--- src/rtl/shift_dispatch.sv ---
// shift_dispatch: decodes RV32I shift instructions, queues uops for the shifter and
// registers its result for writeback. Define SHIFT_DISPATCH_STATS_EN for capture counters.
`ifndef DATA_WIDTH
`define DATA_WIDTH 32
`endif
`ifndef CTRL_SHIFT_WIDTH
`define CTRL_SHIFT_WIDTH 3
`endif
`ifndef IMMEDIATE_WIDTH
`define IMMEDIATE_WIDTH 32
`endif
`ifndef CTRL_SLL
`define CTRL_SLL  3'd1
`define CTRL_SRL  3'd2
`define CTRL_SRA  3'd3
`define CTRL_SLLI 3'd4
`define CTRL_SRLI 3'd5
`define CTRL_SRAI 3'd6
`endif

module shift_dispatch #(
    parameter int DEPTH      = 2,
    parameter int DATA_WIDTH = `DATA_WIDTH
) (
    input  logic                         clk,
    input  logic                         reset,
    input  logic                         flush,
    input  logic                         in_valid,
    output logic                         in_ready,
    input  logic [31:0]                  in_instr,
    input  logic [DATA_WIDTH-1:0]        in_rs1_data,
    input  logic [DATA_WIDTH-1:0]        in_rs2_data,
    output logic                         uop_is_shift,
    output logic [`CTRL_SHIFT_WIDTH-1:0] ctrl_shift,
    output logic [DATA_WIDTH-1:0]        data_src1,
    output logic [DATA_WIDTH-1:0]        data_src2,
    output logic [`IMMEDIATE_WIDTH-1:0]  immediate,
    input  logic [DATA_WIDTH-1:0]        result_shifter,
    output logic                         out_valid,
    input  logic                         out_ready,
    output logic [DATA_WIDTH-1:0]        out_result,
    output logic [4:0]                   out_rd,
    output logic                         out_illegal
`ifdef SHIFT_DISPATCH_STATS_EN
    ,
    output logic [31:0]                  stat_shift_cnt,
    output logic [15:0]                  stat_illegal_cnt
`endif
);
    localparam int CW = `CTRL_SHIFT_WIDTH;
    localparam int IW = `IMMEDIATE_WIDTH;
    localparam int PW = (DEPTH > 1) ? $clog2(DEPTH) : 1;

    typedef struct packed {
        logic [CW-1:0]         ctrl;
        logic [DATA_WIDTH-1:0] src1;
        logic [DATA_WIDTH-1:0] src2;
        logic [4:0]            shamt;
        logic [4:0]            rd;
        logic                  illegal;
    } uop_t;

    typedef enum logic {EMPTY, FULL} out_state_t;

    uop_t          fifo [DEPTH];
    uop_t          dec_uop;
    uop_t          head;
    logic [PW-1:0] rd_ptr, wr_ptr;
    logic [PW:0]   count;
    logic          head_valid, push, pop, capture;
    out_state_t    out_state;

    // rs1/rs2 register indices are resolved upstream; only the data arrives here
    logic unused_rs_idx;
    assign unused_rs_idx = ^in_instr[19:15];

    always_comb begin
        logic [6:0] opcode;
        logic [2:0] funct3;
        logic [6:0] funct7;
        logic       is_r, is_i;
        opcode = in_instr[6:0];
        funct3 = in_instr[14:12];
        funct7 = in_instr[31:25];
        is_r   = (opcode == 7'b0110011);
        is_i   = (opcode == 7'b0010011);
        dec_uop         = '0;
        dec_uop.src1    = in_rs1_data;
        dec_uop.src2    = in_rs2_data;
        dec_uop.shamt   = in_instr[24:20];
        dec_uop.rd      = in_instr[11:7];
        // funct7 doubles as imm[11:5] for I-type, so shamt[5] set fails the match
        if (is_r || is_i) begin
            if (funct3 == 3'b001 && funct7 == 7'b0000000)
                dec_uop.ctrl = is_r ? `CTRL_SLL : `CTRL_SLLI;
            else if (funct3 == 3'b101 && funct7 == 7'b0000000)
                dec_uop.ctrl = is_r ? `CTRL_SRL : `CTRL_SRLI;
            else if (funct3 == 3'b101 && funct7 == 7'b0100000)
                dec_uop.ctrl = is_r ? `CTRL_SRA : `CTRL_SRAI;
        end
        dec_uop.illegal = (dec_uop.ctrl == '0);
    end

    assign head       = fifo[rd_ptr];
    assign head_valid = (count != '0);
    assign in_ready   = (count < (PW+1)'(DEPTH));
    assign push       = in_valid && in_ready && !flush;
    assign capture    = head_valid && (out_state == EMPTY || out_ready) && !flush;
    assign pop        = capture;

    always_ff @(posedge clk or negedge reset) begin
        if (!reset) begin
            rd_ptr <= '0;
            wr_ptr <= '0;
            count  <= '0;
            for (int i = 0; i < DEPTH; i++) fifo[i] <= '0;
        end else if (flush) begin
            rd_ptr <= '0;
            wr_ptr <= '0;
            count  <= '0;
        end else begin
            if (push) begin
                fifo[wr_ptr] <= dec_uop;
                wr_ptr       <= wr_ptr + 1'b1;
            end
            if (pop) rd_ptr <= rd_ptr + 1'b1;
            case ({push, pop})
                2'b10:   count <= count + 1'b1;
                2'b01:   count <= count - 1'b1;
                default: ;
            endcase
        end
    end

    assign uop_is_shift = head_valid && !head.illegal;
    assign ctrl_shift   = head_valid ? head.ctrl : '0;
    assign data_src1    = head_valid ? head.src1 : '0;
    assign data_src2    = head_valid ? head.src2 : '0;
    assign immediate    = head_valid ? {{(IW-5){1'b0}}, head.shamt} : '0;

    always_ff @(posedge clk or negedge reset) begin
        if (!reset) begin
            out_state   <= EMPTY;
            out_valid   <= 1'b0;
            out_result  <= '0;
            out_rd      <= '0;
            out_illegal <= 1'b0;
        end else if (flush) begin
            out_state   <= EMPTY;
            out_valid   <= 1'b0;
            out_result  <= '0;
            out_rd      <= '0;
            out_illegal <= 1'b0;
        end else if (capture) begin
            out_state   <= FULL;
            out_valid   <= 1'b1;
            out_result  <= head.illegal ? '0 : result_shifter;
            out_rd      <= head.rd;
            out_illegal <= head.illegal;
        end else if (out_state == FULL && out_ready) begin
            out_state <= EMPTY;
            out_valid <= 1'b0;
        end
    end

`ifdef SHIFT_DISPATCH_STATS_EN
    // counters survive flush so they reflect everything the shifter actually saw
    always_ff @(posedge clk or negedge reset) begin
        if (!reset) begin
            stat_shift_cnt   <= '0;
            stat_illegal_cnt <= '0;
        end else if (capture) begin
            if (head.illegal) begin
                if (stat_illegal_cnt != '1) stat_illegal_cnt <= stat_illegal_cnt + 1'b1;
            end else begin
                if (stat_shift_cnt != '1) stat_shift_cnt <= stat_shift_cnt + 1'b1;
            end
        end
    end
`else
    localparam bit STATS_EN = 1'b0;
    logic unused_stats;
    assign unused_stats = STATS_EN;
`endif

endmodule

--- config.mk ---
export PLATFORM = sky130hd
export DESIGN_NAME = shift_dispatch
export DESIGN_NICKNAME = d
export VERILOG_FILES = /design/src/rtl/shift_dispatch.sv
export SDC_FILE = /design/constraint.sdc
export NUM_CORES = 1
export LEC_CHECK = 0
export BUFFER_PORTS_ARGS = -buffer_cell sky130_fd_sc_hd__buf_4
export CAP_MARGIN = 25
export CORE_MARGIN = 3
export CORE_UTILIZATION = 42
export DETAILED_ROUTE_END_ITERATION = 10
export GPL_TIMING_DRIVEN = 0
export PLACE_DENSITY = 0.65
export SLEW_MARGIN = 20
export SYNTH_ARGS = -nofsm -noshare
export SYNTH_HDL_FRONTEND = slang
export SYNTH_SLANG_ARGS = --single-unit
--- constraint.sdc ---
create_clock -name clk -period 1.83 [get_ports clk]
set_input_delay 0.183 -clock clk [delete_from_list [all_inputs] [get_ports clk]]
set_output_delay 0.183 -clock clk [all_outputs]
set_load 0.01 [all_outputs]
== After elaboration in Yosys (flattened, before gate mapping) ==
Index checks and enable logic that the tools add are counted.

* Multiplexer cells: 33
* Add/subtract/negate cells: 4
* Order comparisons: 4
* Reductions and logical operators: 22
* Multiply operators: 0
* Equality and inequality tests: 7
* Shifts and indexed selects: 0
* Divide/modulo/power cells: 0
* Bitwise logic cells: 4

{| class="wikitable"
|+ Operator list
! operator !! count
|-
| 2-to-1 mux 78 bit || 4
|-
| 2-to-1 mux 32 bit || 5
|-
| bitwise mux 156 bit || 1
|-
| demux 78 bit (select 1 bit) || 1
|-
| 2-to-1 mux 3 bit || 8
|-
| 2-to-1 mux 5 bit || 3
|-
| == test 7 x 6 -> 1 bit (second input constant) || 2
|-
| logical AND 1 bit || 10
|-
| 2-to-1 mux 1 bit || 9
|-
| == test 7 x 5 -> 1 bit (second input constant) || 1
|-
| logical NOT 7 bit || 1
|-
| nonzero test 2 bit || 3
|-
| nonzero test 3 bit || 2
|-
| >= comparator 2 bit (second input constant) || 2
|-
| NOT 1 -> 2 bit || 2
|-
| case mux 2 bit (2 select lines) || 1
|-
| == test 3 x 1 -> 1 bit (second input constant) || 1
|-
| == test 3 bit (second input constant) || 1
|-
| logical NOT 3 bit || 1
|-
| adder 1 bit (second input constant) || 2
|-
| adder 2 x 1 -> 2 bit (second input constant) || 1
|-
| == test 2 x 1 -> 1 bit (second input constant) || 1
|-
| == test 2 bit (second input constant) || 1
|-
| logical NOT 1 bit || 2
|-
| other kinds (7) || 9
|}

* RAM bits: 0
* Memories: 0
* Bits in read-only memories: 0
* Flip-flop bits (word level): 199
* Bits in latches: 0

== Depth between registers and ports, before layout ==
Gate-level depths: netlist of the first run.

* Word-level depth: 8
* Gate-level depth with buffers: 7
* Mapped depth without buffers: 4

== Worst setup path before layout of the first run ==
No wires, ideal clock.

* Kind: register -> register
* Start point: register out_state
* End point: register out_result[10]
* Arrival: 1.502 ns
* Cell stages (with the launch flop): 8
* Path buffers: 3
* Path slack: 0.262 ns
* Cell sequence: dfrtp_1 -> nor2b_1 -> clkbuf_1 -> or3_1 -> buf_2 -> nor2_8 -> buf_6 -> a22o_1

* Word-level cells in the longest chain between the ends: 5

{| class="wikitable"
|+ Ends and longest elaborated chain
! item !! RTL line !! text
|-
| from (decl) || 71 || <nowiki>out_state_t out_state;</nowiki>
|-
| from (signal assigned) || 143 || <nowiki>out_state <= EMPTY;</nowiki>
|-
| from (signal assigned) || 149 || <nowiki>out_state <= EMPTY;</nowiki>
|-
| from (signal assigned) || 155 || <nowiki>out_state <= FULL;</nowiki>
|-
| NOT 1 bit || 108 || <nowiki>assign capture = head_valid && (out_state == EMPTY || out_ready) && !flush;</nowiki>
|-
| logical OR 1 bit || 108 ||
|-
| logical AND 1 bit (2 in series) || 108 ||
|-
| nonzero test 2 bit (no source line) || -- ||
|-
| to (signal assigned) || 157 || <nowiki>out_result <= head.illegal ? '0 : result_shifter;</nowiki>
|-
| to (decl) || 41 || <nowiki>output logic [DATA_WIDTH-1:0] out_result,</nowiki>
|}

Every way passes these cells.
A chain may end at the register's enable or synchronous reset.

== Final worst setup path of the first run ==
* Start point: register rd_ptr
* End point: output port ctrl_shift[1]

* Word-level cells in the longest chain between the ends: 5

{| class="wikitable"
|+ Ends and longest elaborated chain
! item !! RTL line !! text
|-
| from (decl) || 68 || <nowiki>logic [PW-1:0] rd_ptr, wr_ptr;</nowiki>
|-
| from (signal assigned) || 126 || <nowiki>if (pop) rd_ptr <= rd_ptr + 1'b1;</nowiki>
|-
| NOT 1 -> 2 bit (not written as such) || 104 || <nowiki>assign head = fifo[rd_ptr];</nowiki>
|-
| 2-to-1 mux 78 bit (not written as such) (3 in series) || 104 ||
|-
| 2-to-1 mux 3 bit || 136 || <nowiki>assign ctrl_shift = head_valid ? head.ctrl : '0;</nowiki>
|-
| to (decl) || 34 || <nowiki>output logic [`CTRL_SHIFT_WIDTH-1:0] ctrl_shift,</nowiki>
|}

Every way passes these cells. The select of a mux whose other input is x is not followed.

==> metrics.md, run 1 <==
| Metric | Value |
|---|---|
| Final setup violation count | 3 |
| Tightest Pin Transition | 0.571 ns |
| Root Buffer | clkbuf_16 |
| Synth Area per Inst | a little over 9 um^2 |
| Placement-stage cell area | ~11,000 um^2 |
| Sequential share of the synthesized area | 56.0% |
| Crit Path Class | flip-flop to output pin |
| Hold Path Stages | 3 |
| Vias per cell | between 4 and 5 |
| Synth Instances | a little under 1,000 |
| Clock sinks | 199 |
| FMAX | between 500 and 600 MHz |
| Main synth FF type | dfrtp_1 |
| Hold slack | 0.0529 ns |
| R2R depth | 6 |
| R2r startpoint | count[1] |
| Final wirelength | 26.6 mm |
| Share of the synthesized area in the top cell type | 56.0% |
| Ys async rst share | 100% |
| Setup ws final | -0.0350 ns |
| Sw power | 3.51 mW |
| Die area | 22,900 um^2 |
| Final Total Pwr | 12.0 mW |
| Layout cells sized above 1 | 29.9% |
| Reg2reg setup slack | ~0.080 ns |
| CTS Buf Count | 17 |
| Post-route DRC | 0 |
| Reg power frac | 46.4% |
| Fin. Hold Viols | 0 |
| Clock Latency Late Sink | approximately 0.43 ns |
| Worst setup EP type | output pin |
| Hold Path Sink | count[1] |
| Cells along the critical path | buf_6 > buf_12 > buf_12 > mux2i_1 > nor2_1 > buf_4 |
| Final cell count without fillers | between 1,500 and 2,000 |
| Num ports | 273 |
| Pint | 8.53 mW |
| R2r endpoint | fifo[1] |
| Cell Area, Synth | 8880 um^2 |
| Yosys top cell by area | dfrtp_1 |
| Wire length per cell | 15.9 um |
| Gpl congestion | 0.784 |
| H-tree lvl count | 4 |
| Slew Viols, Final | 0 |
| Critical Path RT | 1.65 ns |
| YS warnings | 0 |
| Relative slew slack | 61.9% |
| Dpl hpwl | 17.5 mm |
| Max clock buf depth | 2 |
| # rows | 52 |
| Peak supply drop | 0.000617 V |
| First-pass GRT wire length | 41.0 mm |
| CP most frequent cell | buf_12 |
| Number of diodes | 0 |
| # port buffers | 240 |
| Most common cell in the netlist | nand2_1 |
| Minimum clock period | 1.87 ns |
| DR iter-0 viols | 389 |
| Pre-CTS WS | -0.446 ns |
| Initial core utilization | 43.4% |
| Worst-path maximum fanout | 7 |
| Max-cap check violation count | 0 |
| Routed Antenna Nets | 0 |
| Die height | 151 um |
| Sw Ratio | 29.1% |
| Status | complete, but fails checks |
| Nets | 1,524 |
| Combinational Power Share | between 20 and 25% |
| Unrepaired setup endpoints after global routing | true |
| Total core area | 20,500 um^2 |
| Clk slew on worst S/H paths | 0.07 ns |
| Total negative slack | -0.0657 ns |
| Area growth, synth to finish | 53.0% |
| Global router's overall resource usage | 22.9% |
| FF+latch count, synth | 199 |
| Layout Skew | 0.00921 ns |
| DP Cell Count | 1,515 |
| Largest net degree at the start of global routing | 88 |
| Hold wc startpoint | in_valid |
| Power density cells | 886 nW/um^2 |
| First-pass iteration count of the detailed router | 5 |
| Netlist cell types | 36 |
| Gr ovfl total | 0 |
| Number of flops mapped to enable cells by yosys | 0 |
| Arrival @ worst endpoint | 1.68 ns |
| Via Count | between 7,000 and 8,000 |
| Crit path launch type | flip-flop |
| Failing checks | negative setup slack |
| Min-Delay Path Class | input port to flip-flop |
| Synth top cells by count | 454 x nand2_1, 199 x dfrtp_1, 82 x nor2_1, 77 x mux2i_1, 33 x a22o_1 |
| Clock power share | 31.8% |
| Vias in the first global route | roughly 7,900 |
| Final Instance Area | around 14,000 um^2 |
| Final Util | around 66% |
| Leak Pwr | roughly 7.0 nW |
| Period utilisation layout | 102% |
| Filler Cell Count | 1,653 |
| Die width | 151 um |
| Worst path max stage delay | 0.38 ns |
| Crit-path slowest cell | dfrtp_1 |
| Initial antenna violation count | 0 |
| Synth area leaders | dfrtp_1 56%, nand2_1 19%, mux2i_1 8.7% |
| CTS tree | yes |
[power groups by stage]
stage | sequential, mW | combinational (mW) | clock (mW)
2_1_floorplan | 5.54 | 1.30 | 0
3_3_place_gp | 5.61 | 2.08 | 0
3_5_place_dp | 5.64 | 2.14 | 0
4_1_cts | 5.55 | 2.55 | 3.87
5_1_grt | 5.67 | 2.94 | 4.10
6_report | 5.58 | 2.63 | 3.82
[cell families (layout without fill, tap and decap cells)]
family / Yosys count / in the layout / synth area share, %
and+or+nand+nor: 553 / 553 / 24.3
xor gates and xnor gates: 4 / 4 / 0.394
muxes: 79 / 79 / 8.93
buffers and inverters: 90 / 490 / 5.66
DFF: 199 / 199 / 56.0
AOI/OAI and AO/OA: 51 / 51 / 4.65
other: 1 / 27 / 0.0422
[cell type report]
class                           instances  area [um^2]  share of cell area, %
Sequential cell                       199         4980                   36.7
Multi-Input combinational cell        714         3700                   27.3
Timing Repair Buffer                  370         3270                   24.1
Buffer                                 87          693                   5.10
Clock buffer                           17          425                   3.13
Tap cell                              270          338                   2.49
Clock inverter                         14          166                   1.22
Inverter                                2         7.51                 0.0552
[state kept, by name, indices dropped and copies added (netlist names)]
signal,flops
out_state,1
fifo,156
wr_ptr,1
rd_ptr,1
count,2
out_illegal,1
out_rd,5
out_result,32
[layout by cell type, fill, tap and decap left out, types with 2 or more instances in the layout]
| master | n |
|---|---|
| dfrtp_1 | 197 |
| bufinv_16 | 2 |
| a22o_1 | 33 |
| buf_12 | 6 |
| nor2_4 | 12 |
| buf_4 | 268 |
| mux2_2 | 2 |
| o21ai_0 | 5 |
| inv_6 | 3 |
| mux2i_2 | 3 |
| clkbuf_1 | 7 |
| nor4b_1 | 2 |
| inv_8 | 3 |
| clkinv_4 | 3 |
| mux2i_1 | 70 |
| buf_2 | 16 |
| a21oi_1 | 4 |
| dfrtp_2 | 2 |
| buf_6 | 22 |
| mux2i_4 | 4 |
| or3_1 | 2 |
| buf_16 | 3 |
| clkinvlp_4 | 2 |
| xnor2_1 | 3 |
| clkbuf_2 | 15 |
| conb_1 | 27 |
| buf_8 | 4 |
| nand2_1 | 454 |
| o2bb2ai_1 | 5 |
| inv_1 | 2 |
| clkbuf_16 | 24 |
| dlygate4sd3_1 | 108 |
| nor2_2 | 19 |
| nor2_1 | 51 |
[what timing repair did]
action / in CTS / in global routing
cloned: 3 / 3
pin swaps: 12 / 4
hold endpoints to repair: 233 / 0
endpoints found under the setup margin: 137 / 207
hold buffers: 108 / 0
setup buffers: 12 / 2
resized for setup: 105 / 59
[worst max path at each step]
stage / to / startpoint / cells past startpoint / slack [ns]
after floorplan: out_result[10] / out_state / 7 / 0.26
after global placement: fifo[17] / reset / 1 / -0.85
after detailed placement: data_src1[7] / count[1] / 5 / -0.45
after CTS: ctrl_shift[1] / rd_ptr / 6 / -0.06
after global routing: data_src2[16] / rd_ptr / 6 / -0.08
final: ctrl_shift[1] / rd_ptr / 6 / -0.04
[critical path: cells and delay by family (launching register included)]
kind,cells,cell delay [ns]
buffers and inverters,4,0.59
flip-flops,1,0.38
multiplexers,1,0.11
AND/OR/NAND/NOR,1,0.18
[metal layers]
layer	track usage, %	share of wire [%]	vias up
met3	4.76	6.3	29
met4	5.49	1.3	0
met2	38.6	49	227
met5	0	0	-
li1	-	-	3884
met1	30.4	44	3785
(Power assumes the default switching activity.)
==> run 2, diff against run 1 <==
--- a/config.mk
+++ b/config.mk
@@ -6,12 +6,14 @@
 export NUM_CORES = 1
 export LEC_CHECK = 0
 export BUFFER_PORTS_ARGS = -buffer_cell sky130_fd_sc_hd__buf_4
-export CAP_MARGIN = 25
+export CAP_MARGIN = 40
+export CELL_PAD_IN_SITES_DETAIL_PLACEMENT = 0
+export CELL_PAD_IN_SITES_GLOBAL_PLACEMENT = 1
 export CORE_MARGIN = 3
-export CORE_UTILIZATION = 42
+export CORE_UTILIZATION = 38
 export DETAILED_ROUTE_END_ITERATION = 10
 export GPL_TIMING_DRIVEN = 0
-export PLACE_DENSITY = 0.65
+export PLACE_DENSITY = 0.78
 export SLEW_MARGIN = 20
 export SYNTH_ARGS = -nofsm -noshare
 export SYNTH_HDL_FRONTEND = slang
==> run 2 against run 1 <==
  * The run still ends with negative setup slack left
  * Non-clock buffer count unchanged
  * Register-to-register slack got worse by 0.07 ns
  * Clock-buffer cell count increased by 1
  * Clock skew grew 0.0021 ns
  * Critical path depth fell by 1
  * Die area increased by 10%
  * Combinational power hardly changed
  * Clock power shrank 3%
  * Sequential cell count unchanged
==> metrics.md, run 2 (same netlist as run 1, synthesis figures left out) <==
| Metric | Value |
|---|---|
| Status | complete, but fails checks |
| Failing checks | negative setup slack |
| CTS tree | yes |
| Cells along the critical path | nor2_4 > clkbuf_16 > clkbuf_16 > nor2_2 > buf_4 |
| Layout Skew | ~0.011 ns |
| Wire length per cell | 15.7 um |
| FMAX | 530 MHz |
| Clock Latency Late Sink | 0.44 ns |
| Max clock buf depth | 2 |
| Pre-CTS WS | -0.570 ns |
| Clk slew on worst S/H paths | 0.08 ns |
| Final Util | between 60% and 70% |
| Layout cells sized above 1 | a little under a third |
| Slew Viols, Final | 0 |
| CP bufs+invs | 3 |
| Delay-heaviest family, CP | buffers and inverters |
| Gr ovfl total | 0 |
| DP Cell Count | 1,558 |
| Root Buffer | clkbuf_16 |
| Filler Cell Count | 2,028 |
| Gpl congestion | 0.731 |
| Tightest Pin Transition | around 0.59 ns |
| Sw Ratio | 30.3% |
| Period utilisation layout | 103% |
| Relative slew slack | between 60% and 70% |
| Final cell count without fillers | 1,717 |
| Unrepaired setup endpoints after global routing | true |
| Peak supply drop | 0.000546 V |
| Leak Pwr | 7.06 nW |
| Routed Antenna Nets | 0 |
| # rows | 55 |
| Critical Path RT | 1.65 ns |
| Die area | 25,300 um^2 |
| Dpl hpwl | 17.7 mm |
| Hold wc startpoint | in_valid |
| Min-Delay Path Class | input port to flip-flop |
| Nets | about 1,500 |
| CTS Buf Count | 17 |
| Reg power frac | 46.9% |
| Crit path launch type | flip-flop |
| Largest net degree at the start of global routing | 82 |
| Minimum clock period | roughly 1.9 ns |
| First-pass iteration count of the detailed router | 7 |
| Area growth, synth to finish | 53.9% |
| Worst path max stage delay | roughly 0.46 ns |
| First-pass GRT wire length | 43.4 mm |
| Pint | 8.28 mW |
| Final setup violation count | 70 |
| Multi-input logic area | 3690 um^2 |
| Power density cells | 869 nW/um^2 |
| Vias in the first global route | 7,936 |
| Crit Path Class | flip-flop to output pin |
| Combinational Power Share | 22.0% |
| Most common cell after layout, fill and taps aside | nand2_1 |
| Total negative slack | -1.98 ns |
| CP most frequent cell | clkbuf_16 |
| Die height | 159 um |
| Largest regs | fifo x156, out_result x32, out_rd x5 |
| Final wirelength | 27.0 mm |
| Vias per cell | approximately 4.6 |
| Fin. Hold Viols | 0 |
| Number of diodes | 0 |
| Clock sinks | 199 |
| Reg with most FFs | fifo |
| Post-route DRC | 0 |
| Setup ws final | -0.0553 ns |
| Total core area | 22,800 um^2 |
| Most frequent cells in the layout | 454 x nand2_1, 264 x buf_4, 197 x dfrtp_1 |
| Initial antenna violation count | 0 |
| Final Total Pwr | about 12 mW |
| Num ports | 273 |
| Global router's overall resource usage | 21.4% |
| Via Count | 7,860 |
| Max-cap check violation count | 0 |
| Arrival @ worst endpoint | 1.70 ns |
| Worst setup EP type | output pin |
| Sw power | about 3.6 mW |
| DR iter-0 viols | roughly 440 |
| H-tree lvl count | 4 |
| Die width | around 160 um |
| # port buffers | 240 |
| Crit path launch | count[1] |
| Initial core utilization | 39.0% |
| Crit-path slowest cell | dfrtp_2 |
| R2r startpoint | count[1] |
| Max FFs per register | 156 |
| Worst-path maximum fanout | 8 |
| Clock power share | slightly above 30% |
| Register area | 4980 um^2 |
-- run 2: through the flow --
stage	cell area [um^2]	hold WS [ns]
after floorplan	8980	-0.113
after global placement	11200	0.383
after detailed placement	11200	0.135
after CTS	13300	0.0171
after global routing	13700	0.0433
final	13700	0.0344
-- run 2: path summary, 6_finish.rpt --
path	endpoint	slack, ns	depth (start not counted)
worst max-delay path	data_src1[4]	-0.06	5
worst min-delay path	count[1]	0.03	3
worst max register to register	out_result[15]	0.01	8
worst min register to register	fifo[122]	0.48	2
max in group asynchronous	fifo[145]	0.46	4
min in group asynchronous	fifo[55]	0.26	2
-- run 2: routing by layer --
| layer | track usage (%) | share of wire, % | wire, um | up-vias |
|---|---|---|---|---|
| met5 | 0 | 0 | 0 | - |
| li1 | - | - | - | 3876 |
| met1 | 29.9 | 46 | 12600 | 3746 |
| met4 | 4.66 | 0.85 | 231 | 0 |
| met2 | 34.5 | 47 | 12800 | 218 |
| met3 | 4.77 | 5.5 | 1490 | 20 |
-- run 2: layout make-up --
type	instances	share of cell area, %
Sequential cell	199	36.4
Multi-Input combinational cell	714	27.0
Timing Repair Buffer	369	23.9
Buffer	88	5.56
Clock buffer	18	3.14
Tap cell	313	2.86
Clock inverter	14	1.01
Inverter	2	0.0549
-- run 2: power by group through the flow --
stage          Sequential [mW]  Clock, mW  Combinational (mW)
2_1_floorplan             5.54          0                1.30
3_3_place_gp              5.61          0                2.10
3_5_place_dp              5.64          0                2.15
4_1_cts                   5.56       3.77                2.52
5_1_grt                   5.68       3.97                2.93
6_report                  5.57       3.70                2.61
-- run 2: worst register-to-register path: stages (launching register included) --
cell and delay, ns:
dfrtp_2 0.43, nor2_4 0.08, buf_4 0.13, buf_4 0.13, or3_4 0.36, buf_6 0.14, nor2_8 0.20, clkbuf_16 0.18
a22o_1 0.12
-- run 2: what timing repair did --
item | CTS | global route
setup buffers | 6 | 3
setup endpoints to repair | 147 | 231
hold endpoints to repair | 236 | 0
pin swaps | 6 | 9
gates cloned | 5 | 5
resized for setup | 87 | 104
hold buffers | 108 | 0
